**src/rtl/imem_miss_responder.sv**
```systemverilog
// Instruction-cache miss responder: queues line-fill requests in arrival order,
// reads each line from backing memory beat by beat and returns the assembled line.
package imem_miss_pkg;
  localparam int unsigned THR_PER_CORE       = 4;
  localparam int unsigned THR_PER_CORE_WIDTH = 2;
  localparam int unsigned ICACHE_LINE_WIDTH  = 128;
  localparam int unsigned PHY_ADDR_WIDTH     = 32;

  typedef struct packed {
    logic [PHY_ADDR_WIDTH-1:0] addr;
  } memory_request_t;
endpackage

module imem_miss_responder
  import imem_miss_pkg::*;
#(
  parameter int unsigned               QUEUE_DEPTH    = THR_PER_CORE,
  parameter int unsigned               MEM_BEAT_WIDTH = 32,
  parameter logic [PHY_ADDR_WIDTH-1:0] MEM_SIZE_BYTES = 'h10_0000
) (
  input  logic                          clock,
  input  logic                          reset,
  input  logic                          req_valid_miss,
  input  memory_request_t               req_info_miss,
  input  logic [THR_PER_CORE_WIDTH-1:0] req_thread_id,
  output logic                          rsp_valid_miss,
  output logic [THR_PER_CORE_WIDTH-1:0] rsp_thread_id,
  output logic [ICACHE_LINE_WIDTH-1:0]  rsp_data_miss,
  output logic                          rsp_bus_error,
  output logic                          mem_req_valid,
  output logic [PHY_ADDR_WIDTH-1:0]     mem_req_addr,
  input  logic                          mem_req_ready,
  input  logic                          mem_rsp_valid,
  input  logic [MEM_BEAT_WIDTH-1:0]     mem_rsp_data,
  input  logic                          mem_rsp_error,
  output logic                          overflow_err
);
  localparam int unsigned NB     = ICACHE_LINE_WIDTH / MEM_BEAT_WIDTH;
  localparam int unsigned BEAT_W = (NB > 1) ? $clog2(NB) : 1;
  localparam int unsigned PTR_W  = (QUEUE_DEPTH > 1) ? $clog2(QUEUE_DEPTH) : 1;
  localparam int unsigned CNT_W  = $clog2(QUEUE_DEPTH + 1);
  localparam int unsigned PA     = PHY_ADDR_WIDTH;
  localparam int unsigned TW     = THR_PER_CORE_WIDTH;
  localparam logic [PA-1:0] LINE_MASK  = ~PA'(ICACHE_LINE_WIDTH / 8 - 1);
  localparam logic [PA-1:0] BEAT_BYTES = PA'(MEM_BEAT_WIDTH / 8);

  typedef enum logic [2:0] {S_IDLE, S_ISSUE, S_WAIT, S_ERR, S_RESP} state_e;

  state_e                   state_q, state_d;
  logic [BEAT_W-1:0]        beat_q, beat_d;
  logic [PA-1:0]            base_q, base_d;
  logic [TW-1:0]            tid_q, tid_d;
  logic                     err_q, err_d;
  logic [ICACHE_LINE_WIDTH-1:0] line_q, line_d;
  logic [ICACHE_LINE_WIDTH-1:0] rsp_data_q, rsp_data_d;
  logic [TW-1:0]            rsp_tid_q, rsp_tid_d;
  logic                     rsp_err_q, rsp_err_d;
  logic                     overflow_q, overflow_d;
  logic [THR_PER_CORE-1:0]  pending_q, pending_d;
  logic [PTR_W-1:0]         wr_ptr_q, wr_ptr_d, rd_ptr_q, rd_ptr_d;
  logic [CNT_W-1:0]         count_q, count_d;
  logic [PA-1:0]            fifo_addr_q [QUEUE_DEPTH];
  logic [PA-1:0]            fifo_addr_d [QUEUE_DEPTH];
  logic [TW-1:0]            fifo_tid_q  [QUEUE_DEPTH];
  logic [TW-1:0]            fifo_tid_d  [QUEUE_DEPTH];

  logic              push, pop, empty, full;
  logic [PA-1:0]     head_addr, req_base;
  logic [TW-1:0]     head_tid;
  logic [BEAT_W-1:0] req_beat;

  function automatic logic [PTR_W-1:0] ptr_inc(input logic [PTR_W-1:0] p);
    return (p == PTR_W'(QUEUE_DEPTH - 1)) ? '0 : p + PTR_W'(1);
  endfunction

  assign empty     = (count_q == '0);
  assign full      = (count_q == CNT_W'(QUEUE_DEPTH));
  assign head_addr = fifo_addr_q[rd_ptr_q];
  assign head_tid  = fifo_tid_q[rd_ptr_q];

  // IDLE issues beat 0 in the pop cycle itself, so an in-range fill starts
  // one cycle after the push; ISSUE only covers later beats and stalls.
  always_comb begin
    state_d    = state_q;
    beat_d     = beat_q;
    base_d     = base_q;
    tid_d      = tid_q;
    err_d      = err_q;
    line_d     = line_q;
    rsp_data_d = rsp_data_q;
    rsp_tid_d  = rsp_tid_q;
    rsp_err_d  = rsp_err_q;
    pop        = 1'b0;
    mem_req_valid = 1'b0;
    req_base   = base_q;
    req_beat   = beat_q;
    unique case (state_q)
      S_IDLE: begin
        if (!empty) begin
          pop    = 1'b1;
          base_d = head_addr;
          tid_d  = head_tid;
          beat_d = '0;
          err_d  = 1'b0;
          if (head_addr >= MEM_SIZE_BYTES) begin
            state_d = S_ERR;
          end else begin
            mem_req_valid = 1'b1;
            req_base      = head_addr;
            req_beat      = '0;
            state_d       = mem_req_ready ? S_WAIT : S_ISSUE;
          end
        end
      end
      S_ISSUE: begin
        mem_req_valid = 1'b1;
        if (mem_req_ready) state_d = S_WAIT;
      end
      S_WAIT: begin
        if (mem_rsp_valid) begin
          for (int unsigned b = 0; b < NB; b++) begin
            if (beat_q == BEAT_W'(b)) line_d[b*MEM_BEAT_WIDTH +: MEM_BEAT_WIDTH] = mem_rsp_data;
          end
          err_d = err_q | mem_rsp_error;
          if (beat_q == BEAT_W'(NB - 1)) begin
            state_d    = S_RESP;
            rsp_data_d = line_d;
            rsp_tid_d  = tid_q;
            rsp_err_d  = err_d;
          end else begin
            beat_d  = beat_q + BEAT_W'(1);
            state_d = S_ISSUE;
          end
        end
      end
      S_ERR: begin
        err_d     = 1'b1;
        rsp_tid_d = tid_q;
        rsp_err_d = 1'b1;
        state_d   = S_RESP;
      end
      S_RESP:  state_d = S_IDLE;
      default: state_d = S_IDLE;
    endcase
    mem_req_addr = mem_req_valid ? (req_base + PA'(req_beat) * BEAT_BYTES) : '0;
  end

  always_comb begin
    push        = req_valid_miss && !pending_q[req_thread_id] && (!full || pop);
    overflow_d  = overflow_q | (req_valid_miss && !push);
    pending_d   = pending_q;
    fifo_addr_d = fifo_addr_q;
    fifo_tid_d  = fifo_tid_q;
    wr_ptr_d    = wr_ptr_q;
    rd_ptr_d    = pop ? ptr_inc(rd_ptr_q) : rd_ptr_q;
    count_d     = count_q;
    if (state_q == S_RESP) pending_d[tid_q] = 1'b0;
    if (push) begin
      pending_d[req_thread_id] = 1'b1;
      fifo_addr_d[wr_ptr_q]    = req_info_miss.addr & LINE_MASK;
      fifo_tid_d[wr_ptr_q]     = req_thread_id;
      wr_ptr_d                 = ptr_inc(wr_ptr_q);
    end
    unique case ({push, pop})
      2'b10:   count_d = count_q + CNT_W'(1);
      2'b01:   count_d = count_q - CNT_W'(1);
      default: count_d = count_q;
    endcase
  end

  always_ff @(posedge clock or negedge reset) begin
    if (!reset) begin
      state_q    <= S_IDLE;
      beat_q     <= '0;
      base_q     <= '0;
      tid_q      <= '0;
      err_q      <= 1'b0;
      line_q     <= '0;
      rsp_data_q <= '0;
      rsp_tid_q  <= '0;
      rsp_err_q  <= 1'b0;
      overflow_q <= 1'b0;
      pending_q  <= '0;
      wr_ptr_q   <= '0;
      rd_ptr_q   <= '0;
      count_q    <= '0;
    end else begin
      state_q    <= state_d;
      beat_q     <= beat_d;
      base_q     <= base_d;
      tid_q      <= tid_d;
      err_q      <= err_d;
      line_q     <= line_d;
      rsp_data_q <= rsp_data_d;
      rsp_tid_q  <= rsp_tid_d;
      rsp_err_q  <= rsp_err_d;
      overflow_q <= overflow_d;
      pending_q  <= pending_d;
      wr_ptr_q   <= wr_ptr_d;
      rd_ptr_q   <= rd_ptr_d;
      count_q    <= count_d;
    end
  end

  always_ff @(posedge clock) begin
    fifo_addr_q <= fifo_addr_d;
    fifo_tid_q  <= fifo_tid_d;
  end

  assign rsp_valid_miss = (state_q == S_RESP);
  assign rsp_thread_id  = rsp_tid_q;
  assign rsp_data_miss  = rsp_data_q;
  assign rsp_bus_error  = rsp_err_q;
  assign overflow_err   = overflow_q;
endmodule

```
**config.mk**
```make
export PLATFORM = sky130hd
export DESIGN_NAME = imem_miss_responder
export DESIGN_NICKNAME = d
export VERILOG_FILES = /design/src/rtl/imem_miss_responder.sv
export SDC_FILE = /design/constraint.sdc
export NUM_CORES = 1
export LEC_CHECK = 0
export CAP_MARGIN = 10
export CORE_UTILIZATION = 35
export CTS_BUF_LIST = sky130_fd_sc_hd__clkbuf_2
export CTS_CLUSTER_DIAMETER = 120
export CTS_CLUSTER_SIZE = 24
export DETAILED_ROUTE_END_ITERATION = 12
export PLACE_DENSITY = 0.57
export SYNTH_ARGS = -nofsm -noshare
export SYNTH_HDL_FRONTEND = slang
export SYNTH_SLANG_ARGS = --single-unit
```
**constraint.sdc**
```tcl
create_clock -name clock -period 4.7 [get_ports clock]
set_input_delay 0.94 -clock clock [delete_from_list [all_inputs] [get_ports clock]]
set_output_delay 0.94 -clock clock [all_outputs]
set_load 0.03 [all_outputs]
```
==> results.toml <==
[global_routing]
grt_max_degree = 118
grt_pass1_vias = 9676
antenna_found_initial = 5
grt_usage_pct = 15.6
grt_overflow = 0
grt_pass1_wl_mm = 57.4

[die]
die_h_um = 216
die_w_um = 216
ios = 238
initial_core_util_pct = 35.4
rows = 78
fp.coreArea_um2 = 45400
die_area_um2 = 46800

[cells_and_area]
final_common_cell = "nand2_1"
nFillCells = 4283
final_cell_mix = "306 x nand2_1, 274 x dfrtp_1, 213 x clkdlybuf4s50_1, 120 x edfxtp_1, 110 x o21ai_0"
ff_latch_area_um2 = 10500
instances_no_fill = 2037
multi_input_area_um2 = 5260
nNetsFinal = 1509
layout-drive-gt1-share_pct = 15.1
syn2layout_area_growth_pct = 19.8
post-route-util_pct = 42.4

[cts]
numCtsBuffers = 20
clkTransAtPathRegs_ps = 430
clkSinkCount = 395
cts_max_path_buffers = 3
clkLatencyLatePin_ps = 1000
htree_levels = 1
root_buffer = "clkbuf_2"
cts_tree = "yes"

[placement]
dp_cells = 1998
dp_slack_ps = 688
io_buffers = 231
globalplace.congestion = 0.752
dp_hpwl_mm = 22.9

[route]
wl_per_cell_um = 17.8
wirelength_mm = 36.3
dr.first_iter.drc_count = 581
vias = 9728
vias_per_cell = 4.78
dr.pass1.iters = 5
ant_nets = 0
drc = 0

[timing]
fin_crit_ps = 4470
worst_slew_pin_slew_ps = 1010
fmax_mhz = 224
setup_ws_ps = 226
maxSlewHeadroom_pct = 32.3
drv_slew = 0
fin_skew_ps = 81.6
setup_viol = 0
hold_violations = 0
fin_setup_tns_ps = 0
post-route-period-util_pct = 95.2

[worst_setup_path]
critPathMaxFanout = 19
worstSetupPathType = "reg2out"
start_kind = "flip-flop"
crit_arrival_ps = 3530
required_ps = 3760
cp-end-kind = "primary output"

[synthesis]
synth-async-reset-ratio_pct = 69.6
synth_area_leaders = "dfrtp_1 43%, edfxtp_1 22%, nand2_1 7.2%"
synth.distinct_cells = 49
yosysSeqAreaShare_pct = 65.2
synthCells = 1218
synth-seq-cells = 395
synth.avg_cell_area_um2 = 13.2
ys_warn_count = 0
yosys.area.top_type_share_pct = 42.8
synth_edf_count = 120
synth_top_area_cell = "dfrtp_1"
syn_area_um2 = 16100
synthFlopType = "dfrtp_1"

[pwr]
power_leakage_nw = 8.10
peakVddDrop_uv = 315
pwr_density_cell_nw_per_um2 = 554

[run]
maxCapViolations = 0

[worst_hold_path]
hold_path.class = "in2reg"

[run_status]
status = "completed"
==> layer usage <==
layer / up-vias / share of wire, % / track usage (%)
li1: 4653 / - / -
met1: 4835 / 46 / 21.5
met2: 202 / 47 / 25.7
met3: 34 / 5.3 / 3.06
met4: 4 / 1.6 / 2.91
met5: - / 0.058 / 0
==> worst paths after layout <==
check / from / endpoint / slack (ps) / cells after the start
max in group asynchronous: reset / line_q[90] / 3070 / 3
worst max register to register: state_q[1] / count_q[2] / 1620 / 10
min in group asynchronous: reset / rsp_data_miss[93] / 560 / 2
worst min-delay path: req_valid_miss / overflow_err / 440 / 3
worst min register to register: base_q[26] / base_q[26] / 510 / 2
worst max-delay path: rd_ptr_q[0] / mem_req_addr[5] / 230 / 7
==> timing repair <==
item	CTS	global route
hold endpoints to repair	115	0
buffers inserted	4	1
hold buffers	1	0
cloned	0	0
pin swaps	0	0
resized for setup	29	29
endpoints found under the setup margin	17	17
==> power by group <==
group | switching [mW] | internal (mW) | leakage [nW]
sequential | 0.500 | 4.48 | 4.69
clock | 1.01 | 0.203 | 0.128
combinational | 2.49 | 1.99 | 3.28
==> critical path, cell delays in order (launching register included) <==
cell and delay (ps):
dfrtp_4 590, buf_12 140, mux4_1 560, nor4_1 360, nand3_2 100, buf_4 240
o21ai_0 220, clkdlybuf4s15_2 330
==> state kept, by name, summed over array words and instances (netlist names) <==
name,flops
rsp_data_miss,128
fifo_addr_q,112
line_q,96
base_q,28
fifo_tid_q,8
pending_q,4
count_q,3
state_q,3
beat_q,2
rd_ptr_q,2
rsp_thread_id,2
tid_q,2
wr_ptr_q,2
err_q,1
overflow_err,1
rsp_bus_error,1
==> synth_stat cells (3+ instances only) <==
library cell  number
nand2_1          309
a21oi_1            4
ha_1              10
dfrtp_1          275
o21ai_0          110
and2_1            19
mux4_1             9
buf_1             15
nor2b_1            3
nand3_1            3
nor2_1             7
edfxtp_1         120
nor4_1             4
o21ai_2            9
mux2i_1           97
inv_1             11
mux2_2            99
clkbuf_1          42
buf_2             12
mux4_2            22
a21o_1             3
==> cell families after synthesis <==
group | Yosys count | share of synthesized area (%)
AOI/OAI and AO/OA | 138 | 4.82
muxes | 227 | 17.5
and+or+nand+nor | 357 | 9.06
other | 1 | 0.0233
DFF | 395 | 65.2
adders and majority gates | 11 | 0.903
buffers and inverters | 86 | 2.31
xor gates and xnor gates | 3 | 0.163
==> metrics by stage <==
| stage | power (mW) | hold slack, ps | area [µm²] |
|---|---|---|---|
| floorplan | 7.98 | 437 | 16100 |
| global placement | 9.54 | 453 | 19100 |
| detailed placement | 9.64 | 455 | 19100 |
| CTS | 10.9 | 307 | 19300 |
| global route | 11.4 | 296 | 19200 |
| finish | 10.7 | 441 | 19300 |
==> layout make-up <==
type | instances | area share [%]
timing repair buffer | 259 | 13.1
multi-input combinational | 738 | 27.3
clock buffer | 26 | 0.676
tap | 600 | 3.90
inverter | 12 | 0.234
antenna | 5 | 0.0650
sequential | 395 | 54.5
clock inverter | 2 | 0.214
Power figures use the tool's default switching activity.
